[src/rtl/sdp_ram.sv]
// Simple dual-port RAM with a registered read port, so synthesis can map
// the pixel buffer onto block RAM.
module sdp_ram #(
    parameter int unsigned p_width  = 24,
    parameter int unsigned p_addr_w = 5
) (
    input  logic                i_clk,
    input  logic                i_wr_en,
    input  logic [p_addr_w-1:0] i_wr_addr,
    input  logic [p_width-1:0]  i_wr_data,
    input  logic                i_rd_en,
    input  logic [p_addr_w-1:0] i_rd_addr,
    output logic [p_width-1:0]  o_rd_data
);

    localparam int unsigned c_depth = 1 << p_addr_w;

    logic [p_width-1:0] mem_q [c_depth];
    logic [p_width-1:0] rd_data_q;

    // No reset on the array or read register: block RAM cannot be cleared.
    always_ff @(posedge i_clk) begin
        if (i_wr_en) begin
            mem_q[i_wr_addr] <= i_wr_data;
        end
        if (i_rd_en) begin
            rd_data_q <= mem_q[i_rd_addr];
        end
    end

    assign o_rd_data = rd_data_q;

endmodule

[src/rtl/pixel_align_fifo.sv]
// Pixel re-alignment buffer: absorbs variable upstream latency and releases
// one word per display data-enable, flagging underflow/overflow per frame.
module pixel_align_fifo #(
    parameter int unsigned p_width        = 24,
    parameter int unsigned p_depth_log2   = 5,
    parameter int unsigned p_afull_margin = 4
) (
    input  logic                    i_clk,
    input  logic                    i_rst,
    input  logic                    i_frame_start,
    input  logic                    i_valid,
    input  logic [p_width-1:0]      i_data,
    output logic                    o_ready,
    input  logic                    i_de,
    output logic                    o_de,
    output logic [p_width-1:0]      o_data,
    output logic [p_depth_log2:0]   o_level,
    output logic                    o_underflow,
    output logic                    o_overflow
);

    localparam int unsigned c_depth    = 1 << p_depth_log2;
    localparam int unsigned c_rmax_i   = c_depth - p_afull_margin;
    localparam logic [p_depth_log2:0]   c_full    = c_depth[p_depth_log2:0];
    localparam logic [p_depth_log2:0]   c_rmax    = c_rmax_i[p_depth_log2:0];
    localparam logic [p_depth_log2-1:0] c_ptr_one = 1;
    localparam logic [p_depth_log2:0]   c_lvl_one = 1;

    logic [p_depth_log2-1:0] wr_ptr_q, wr_ptr_d;
    logic [p_depth_log2-1:0] rd_ptr_q, rd_ptr_d;
    logic [p_depth_log2:0]   level_q, level_d;
    logic                    underflow_q, underflow_d;
    logic                    overflow_q, overflow_d;
    logic                    de_q, de_d;
    logic                    rd_hit_q, rd_hit_d;
    logic [p_width-1:0]      hold_q, hold_d;

    logic                    wr_ok;
    logic                    rd_ok;
    logic [p_width-1:0]      ram_rdata;

    // Fullness/emptiness are judged on the registered level only, so a
    // same-cycle read never frees a slot and there is no write bypass.
    always_comb begin
        wr_ok       = i_valid && (level_q < c_full);
        rd_ok       = i_de && (level_q != '0);

        wr_ptr_d    = wr_ptr_q;
        rd_ptr_d    = rd_ptr_q;
        level_d     = level_q;
        underflow_d = underflow_q;
        overflow_d  = overflow_q;
        de_d        = i_de;
        rd_hit_d    = rd_ok;
        hold_d      = o_data;

        if (i_frame_start) begin
            wr_ok       = 1'b0;
            rd_ok       = 1'b0;
            wr_ptr_d    = '0;
            rd_ptr_d    = '0;
            level_d     = '0;
            underflow_d = 1'b0;
            overflow_d  = 1'b0;
            de_d        = 1'b0;
            rd_hit_d    = 1'b0;
            hold_d      = '0;
        end else begin
            if (wr_ok) begin
                wr_ptr_d = wr_ptr_q + c_ptr_one;
            end
            if (rd_ok) begin
                rd_ptr_d = rd_ptr_q + c_ptr_one;
            end
            if (i_valid && !wr_ok) begin
                overflow_d = 1'b1;
            end
            if (i_de && !rd_ok) begin
                underflow_d = 1'b1;
                hold_d      = '0;
            end
            if (wr_ok && !rd_ok) begin
                level_d = level_q + c_lvl_one;
            end else if (rd_ok && !wr_ok) begin
                level_d = level_q - c_lvl_one;
            end
        end
    end

    always_ff @(posedge i_clk) begin
        if (i_rst) begin
            wr_ptr_q    <= '0;
            rd_ptr_q    <= '0;
            level_q     <= '0;
            underflow_q <= 1'b0;
            overflow_q  <= 1'b0;
            de_q        <= 1'b0;
            rd_hit_q    <= 1'b0;
            hold_q      <= '0;
        end else begin
            wr_ptr_q    <= wr_ptr_d;
            rd_ptr_q    <= rd_ptr_d;
            level_q     <= level_d;
            underflow_q <= underflow_d;
            overflow_q  <= overflow_d;
            de_q        <= de_d;
            rd_hit_q    <= rd_hit_d;
            hold_q      <= hold_d;
        end
    end

    sdp_ram #(
        .p_width  (p_width),
        .p_addr_w (p_depth_log2)
    ) u_ram (
        .i_clk     (i_clk),
        .i_wr_en   (wr_ok && !i_rst),
        .i_wr_addr (wr_ptr_q),
        .i_wr_data (i_data),
        .i_rd_en   (rd_ok && !i_rst),
        .i_rd_addr (rd_ptr_q),
        .o_rd_data (ram_rdata)
    );

    // RAM output is only trusted the cycle after a successful pop; otherwise
    // the held value (or zero after underflow/flush/reset) is presented.
    assign o_data      = rd_hit_q ? ram_rdata : hold_q;
    assign o_de        = de_q;
    assign o_level     = level_q;
    assign o_underflow = underflow_q;
    assign o_overflow  = overflow_q;
    assign o_ready     = (level_q <= c_rmax);

endmodule

[config.mk]
export PLATFORM = sky130hd
export DESIGN_NAME = pixel_align_fifo
export DESIGN_NICKNAME = d
export VERILOG_FILES = /design/src/rtl/sdp_ram.sv /design/src/rtl/pixel_align_fifo.sv
export SDC_FILE = /design/constraint.sdc
export NUM_CORES = 1
export LEC_CHECK = 0
export ABC_CLOCK_PERIOD_IN_PS = 3400
export CORE_MARGIN = 3
export CORE_UTILIZATION = 64
export CTS_BUF_LIST = sky130_fd_sc_hd__clkbuf_4
export CTS_CLUSTER_DIAMETER = 40
export CTS_CLUSTER_SIZE = 24
export DETAILED_ROUTE_END_ITERATION = 10
export PLACE_DENSITY = 0.81
export SYNTH_ARGS = -nofsm -noshare
export SYNTH_HDL_FRONTEND = slang
export SYNTH_SLANG_ARGS = --single-unit
[constraint.sdc]
create_clock -name i_clk -period 3.4 [get_ports i_clk]
set_clock_uncertainty 0.2 [all_clocks]
set_input_delay 0.34 -clock i_clk [delete_from_list [all_inputs] [get_ports i_clk]]
set_output_delay 0.34 -clock i_clk [all_outputs]
set_load 0.02 [all_outputs]
# After elaboration in Yosys (flattened, before gate mapping)
# Memories as Yosys holds them, arrays and structs flattened. A register that Yosys moved wholly into a read port is not among the register bits.
# Index checks and enable logic that the tools add are counted.
[op_classes]
add_sub_neg = 4
muxes = 7
order_cmp = 2
n_reduce_logical = 15
[ops]
columns = ["cell", "count"]
rows = [
  ["two-way mux 24 bit", 1],
  ["two-way mux 6 bit", 2],
  ["adder 5 x 1 -> 5 bit (second input constant)", 2],
  ["logical AND 1 bit", 8],
  ["adder 6 x 1 -> 6 bit (second input constant)", 1],
  ["<= comparator 6 x 5 -> 1 bit (second input constant)", 1],
  ["less-than comparator 6 bit (second input constant)", 1],
  ["nonzero test 6 bit", 1],
  ["subtractor 6 x 1 -> 6 bit (second input constant)", 1],
  ["two-way mux 1 bit", 4],
  ["logical NOT 1 bit", 3],
  ["OR reduction 3 bit", 1],
  ["nonzero test 2 bit", 1],
  ["OR reduction 2 bit", 1],
]
[word_totals]
memories = 1
regBits = 44
wordCells = 37
in_bits = 29
ram_bits = 768
output_inout_bits = 34
[memory_table]
columns = ["name", "depth", "width", "read_ports", "rd_ports_with_merged_regs", "wr", "line", "rtl"]
rows = [
  ["u_ram.mem_q", 32, 24, 1, 1, 1, "sdp_ram.sv:18", "logic [p_width-1:0] mem_q [c_depth];"],
]

# Logic depth before layout (Yosys ltp)
[logic_depth]
ltp_word = 6
ltp_mapped = 9
ltp_nobuf = 9

# Modules after synthesis
# From an unflattened synthesis, not the netlist that was laid out.
[hier_totals]
hier_cells = 1902
hier_area_um2 = 32671.3
[by_module_without_submodules]
columns = ["mod", "cells_each", "area_per_inst_um2", "instances", "seq_area_each_um2"]
rows = [
  ["sdp_ram", 1711, 30723.2, 1, 23782.8],
  ["pixel_align_fifo", 191, 1948.1, 1, 880.8],
]

# Least setup slack after synthesis
# OpenSTA, ideal clock, no wires.
[synth_timing]
path_kind = "reg2reg"
from = "reg level_q[5] (netlist: o_level[5])"
to = "reg level_q[5] (netlist: o_level[5])"
arrival_time_ns = 2.834
n_path_buf = 0
required_time_ns = 3.126
path_slack_ns = 0.292
synth_period_minus_slack_ns = 3.108
setup_ns = 0.074
path_stages_with_launch = 10
path_cell_list = "dfxtp_1 -> or4_1 -> o21ai_2 -> ha_1 -> inv_1 -> ha_1 -> o21ai_0 -> or3_1 -> a311o_1 -> o21ai_0"
[synth_between]
elab_chain_cells = 5
word_cells_on_any_way = 13
classes_between = "2 x add/sub; 1 x order compare; 2 x mux; 8 x reduce/logical"
[synth_lines]
columns = ["item", "line", "rtl"]
rows = [
  ["start, declared", "pixel_align_fifo.sv:31", "logic [p_depth_log2:0] level_q, level_d;"],
  ["start signal, assigned", "pixel_align_fifo.sv:103", "level_q <= level_d;"],
  ["less-than comparator 6 bit / nonzero test 6 bit (equally long branches)", "pixel_align_fifo.sv:45, pixel_align_fifo.sv:46", ""],
  ["logical AND 1 bit, on equally long branches", "pixel_align_fifo.sv:45, pixel_align_fifo.sv:46", ""],
  ["logical NOT 1 bit, on equally long branches", "pixel_align_fifo.sv:84, pixel_align_fifo.sv:82", ""],
  ["logical AND 1 bit, on equally long branches", "pixel_align_fifo.sv:84, pixel_align_fifo.sv:82", ""],
  ["nonzero test 2 bit (no line) / two-way mux 6 bit (equally long branches)", "-", ""],
]
# Several ways; a longest one is shown, not always the timed one. The select of a mux whose other input is x is not followed.
# A chain may end at the register's enable or synchronous reset.

# Worst setup path after layout
# Same ends and word-level chain as after synthesis.

==> flow_metrics.py <==
metrics = {
    "clock_network": {
        "root_buffer": "sky130_fd_sc_hd__clkbuf_4",
        "cts.path.max_buffers": 3,
        "htree_num_levels": 3,
        "clk_latency_ns": 0.85,
        "tritoncts": "built",
        "numCtsBuffers": 85,
        "cts.sink_count": 836,
        "path_clk_slew_ns": 0.14,
    },
    "pwr": {
        "netSwitchingFraction_pct": 25.4,
        "power_report.internal_total_w": 0.0150,
        "power_density_mw_per_mm2": 566,
        "comb_power_share_pct": 13.8,
        "vdd_ir_drop_max_mv": 0.273,
        "power.share.sequential_pct": 57.0,
        "net-switching-power_w": 0.00512,
        "static-leakage-power_nw": 11.0,
        "share_clk_of_total_power_pct": 29.2,
    },
    "finish": {
        "num-nets-final": 1753,
        "num-fill-cells": 2778,
        "regArea_mm2": 0.0247,
        "fraction_of_final_layout_cells_sized_beyond_drive_strength_1_pct": 27.8,
        "combined_area_of_the_multi_input_logic_cells_mm2": 0.00686,
        "synthToLayoutAreaGrowth_pct": 11.4,
        "design_area_mm2": 0.0355,
        "layoutNonFillerInstCount": 2451,
    },
    "global_route": {
        "grt_util_all_layers_pct": 28.5,
        "grt_pass1_vias": 16800,
        "grt_pass1_wl_um": 109000,
        "grt-ovfl-total": 0,
        "grt_antenna_before_repair": 3,
        "grt_start_max_net_pins": 53,
    },
    "min_path": {
        "worst_hold_path_cells": 2,
        "hold_path_class": "in -> reg",
    },
    "floorplanning": {
        "std_cell_rows": 81,
        "initial_core_utilization_pct": 64.9,
        "core_mm2": 0.0492,
        "io-pin-count": 63,
        "die-area_mm2": 0.0526,
        "dieHeight_um": 229,
        "fp.dieW_um": 229,
    },
    "timing": {
        "grt_setup_unrepaired": "false",
        "share_of_the_clock_period_used_by_the_worst_path_pct": 92.6,
        "layout_min_cycle_time_ns": 3.15,
        "layout_setup_ws_ns": 0.251,
        "worst-slew-pin-transition_ns": 1.19,
        "aggregate_negative_setup_slack_ns": 0,
        "slew_headroom_pct": 20.5,
        "final-setup-viol-count": 0,
        "timing.fmax_ghz": 0.318,
        "finalHoldViolCount": 0,
        "final_max_slew_viols": 0,
    },
    "synth": {
        "synth_area_per_cell_um2": 20.8,
        "synth_sequential_area_ratio_pct": 77.3,
        "synth.area.top_cells": "sky130_fd_sc_hd__edfxtp_1 (75%), sky130_fd_sc_hd__mux4_2 (10%), sky130_fd_sc_hd__mux2i_1 (3.1%)",
        "post-synth-top-count-cell": "sky130_fd_sc_hd__edfxtp_1",
        "syn_inst": 1534,
        "yosysTopAreaCellShare_pct": 74.5,
        "yosys_warnings": 0,
        "yosysUniqueCellTypes": 51,
        "postSynth.topFlopCell": "sky130_fd_sc_hd__edfxtp_1",
        "yosysTopAreaCell": "sky130_fd_sc_hd__edfxtp_1",
        "postSynthRegisterBits": 836,
        "post_synth_instance_area_mm2": 0.0319,
        "ys_top_cells_by_count": "sky130_fd_sc_hd__edfxtp_1 (792), sky130_fd_sc_hd__mux4_2 (144), sky130_fd_sc_hd__mux2i_1 (98), sky130_fd_sc_hd__nor2_1 (54), sky130_fd_sc_hd__a21oi_1 (52)",
        "syn-num-nets": 1574,
        "synth-edff-count": 792,
        "asyncSetResetFlopFracSynth_pct": 0,
    },
    "drt": {
        "drt_pre_antenna_iters": 5,
        "ant_nets": 0,
        "vias": 16500,
        "wire_per_inst_um": 29.8,
        "via_count_normalized_by_instance_count": 6.73,
        "drt_iter0_drc": 2146,
        "drt-total-wl_um": 73100,
        "detailed_route_drc_error_count": 0,
    },
    "job": {
        "max-cap-violations": 0,
    },
    "setup_path": {
        "critical_path_arrival_ns": 3.73,
        "critPathRequiredTime_ns": 3.98,
        "worst_r2r_path_depth": 9,
        "setup_crit_start_kind": "flop",
        "kind_of_end_point_of_the_critical_path": "flop",
        "criticalPathCategory": "reg -> reg",
        "critPathMaxFanout": 7,
    },
    "placement": {
        "place_inst": 2288,
        "dpl-instance-area_mm2": 0.0341,
        "preCtsSetupSlack_ns": 0.215,
        "hpwl_um": 44200,
        "place_congestion": 0.824,
        "place.port_buffers": 62,
    },
    "outcome": {
        "status": "finished clean",
    },
}
## state kept, by name, summed over array words and instances, names as in the netlist
register and flops:
hold_q 24, o_de 1, o_level 6, o_overflow 1, o_underflow 1, rd_hit_q 1
rd_ptr_q 5, u_ram.mem_q 768, u_ram.o_rd_data 24, wr_ptr_q 5
## per-layer routing
layer | vias up | part of all wire, % | track usage [%]
li1 | 6798 | - | -
met1 | 8441 | 36 | 39.6
met2 | 1076 | 49 | 44.9
met3 | 167 | 12 | 6.75
met4 | 2 | 3.5 | 10.8
met5 | - | 0.016 | 0
## timing repair
item / CTS / global route
resized for setup: 0 / 1
endpoints found under the setup margin: 0 / 1
hold buffers: 2 / 0
buffers inserted: 0 / 0
endpoints found under the hold margin: 2 / 0
## power by group through the flow
stage                     sequential [W]  clock (W)  combinational, W
after detailed placement          0.0117          0           0.00275
after floorplan                   0.0117          0           0.00188
final                             0.0115    0.00587           0.00277
after CTS                         0.0115    0.00598           0.00277
after global placement            0.0117          0           0.00270
after global routing              0.0115    0.00640           0.00298
## logic make-up after synthesis
group           share of synthesized area, %
flops                                   77.3
mux                                     14.1
compound gates                          4.44
simple gates                            1.90
buf+inv                                 1.61
fa+ha+maj                              0.455
xor+xnor                               0.247
## final timing paths
| check | from | to | slack [ns] |
|---|---|---|---|
| max | o_level[5] | o_level[5] | 0.25 |
| min reg2reg | o_underflow | o_underflow | 0.29 |
| min | i_data[19] | u_ram.mem_q[0][19] | 0.09 |
| max reg2reg | o_level[5] | o_level[5] | 0.25 |
## cell usage in the layout (no fill, tap or decap), types with 25 or more instances in the layout
cell / instances
sky130_fd_sc_hd__a21oi_1: 52
sky130_fd_sc_hd__mux2i_1: 98
sky130_fd_sc_hd__edfxtp_1: 792
sky130_fd_sc_hd__clkbuf_4: 94
sky130_fd_sc_hd__mux4_2: 144
sky130_fd_sc_hd__clkdlybuf4s50_1: 62
sky130_fd_sc_hd__and3_1: 25
sky130_fd_sc_hd__nor2_2: 33
sky130_fd_sc_hd__buf_4: 106
sky130_fd_sc_hd__dfxtp_1: 40
## through the flow
stage	utilization (%)	power [W]	hold slack [ns]
detailed placement	69.3	0.0145	0.258
global route	72.3	0.0209	0.0367
finish	72.3	0.0201	0.0910
CTS	72.3	0.0202	0.00109
floorplan	-	0.0136	0.239
global placement	69.3	0.0144	0.235
## worst max-delay path: stages, from the launching register on
cell	delay, ns
sky130_fd_sc_hd__dfxtp_1	0.38
sky130_fd_sc_hd__or4_1	0.63
sky130_fd_sc_hd__o21ai_2	0.18
sky130_fd_sc_hd__ha_2	0.27
sky130_fd_sc_hd__inv_1	0.13
sky130_fd_sc_hd__ha_1	0.35
sky130_fd_sc_hd__o21ai_0	0.16
sky130_fd_sc_hd__or3_1	0.40
sky130_fd_sc_hd__a311o_1	0.31
sky130_fd_sc_hd__o21ai_0	0.07
## area by class of cell
type                       instances  area share [%]
timing repair buffer             183            4.77
sequential                       836            69.4
antenna                            1         0.00704
inverter                           8          0.0845
multi-input combinational        599            19.3
clock inverter                    66            2.11
clock buffer                      94            1.99
tap                              664            2.34
Power figures use the tool's default switching activity.
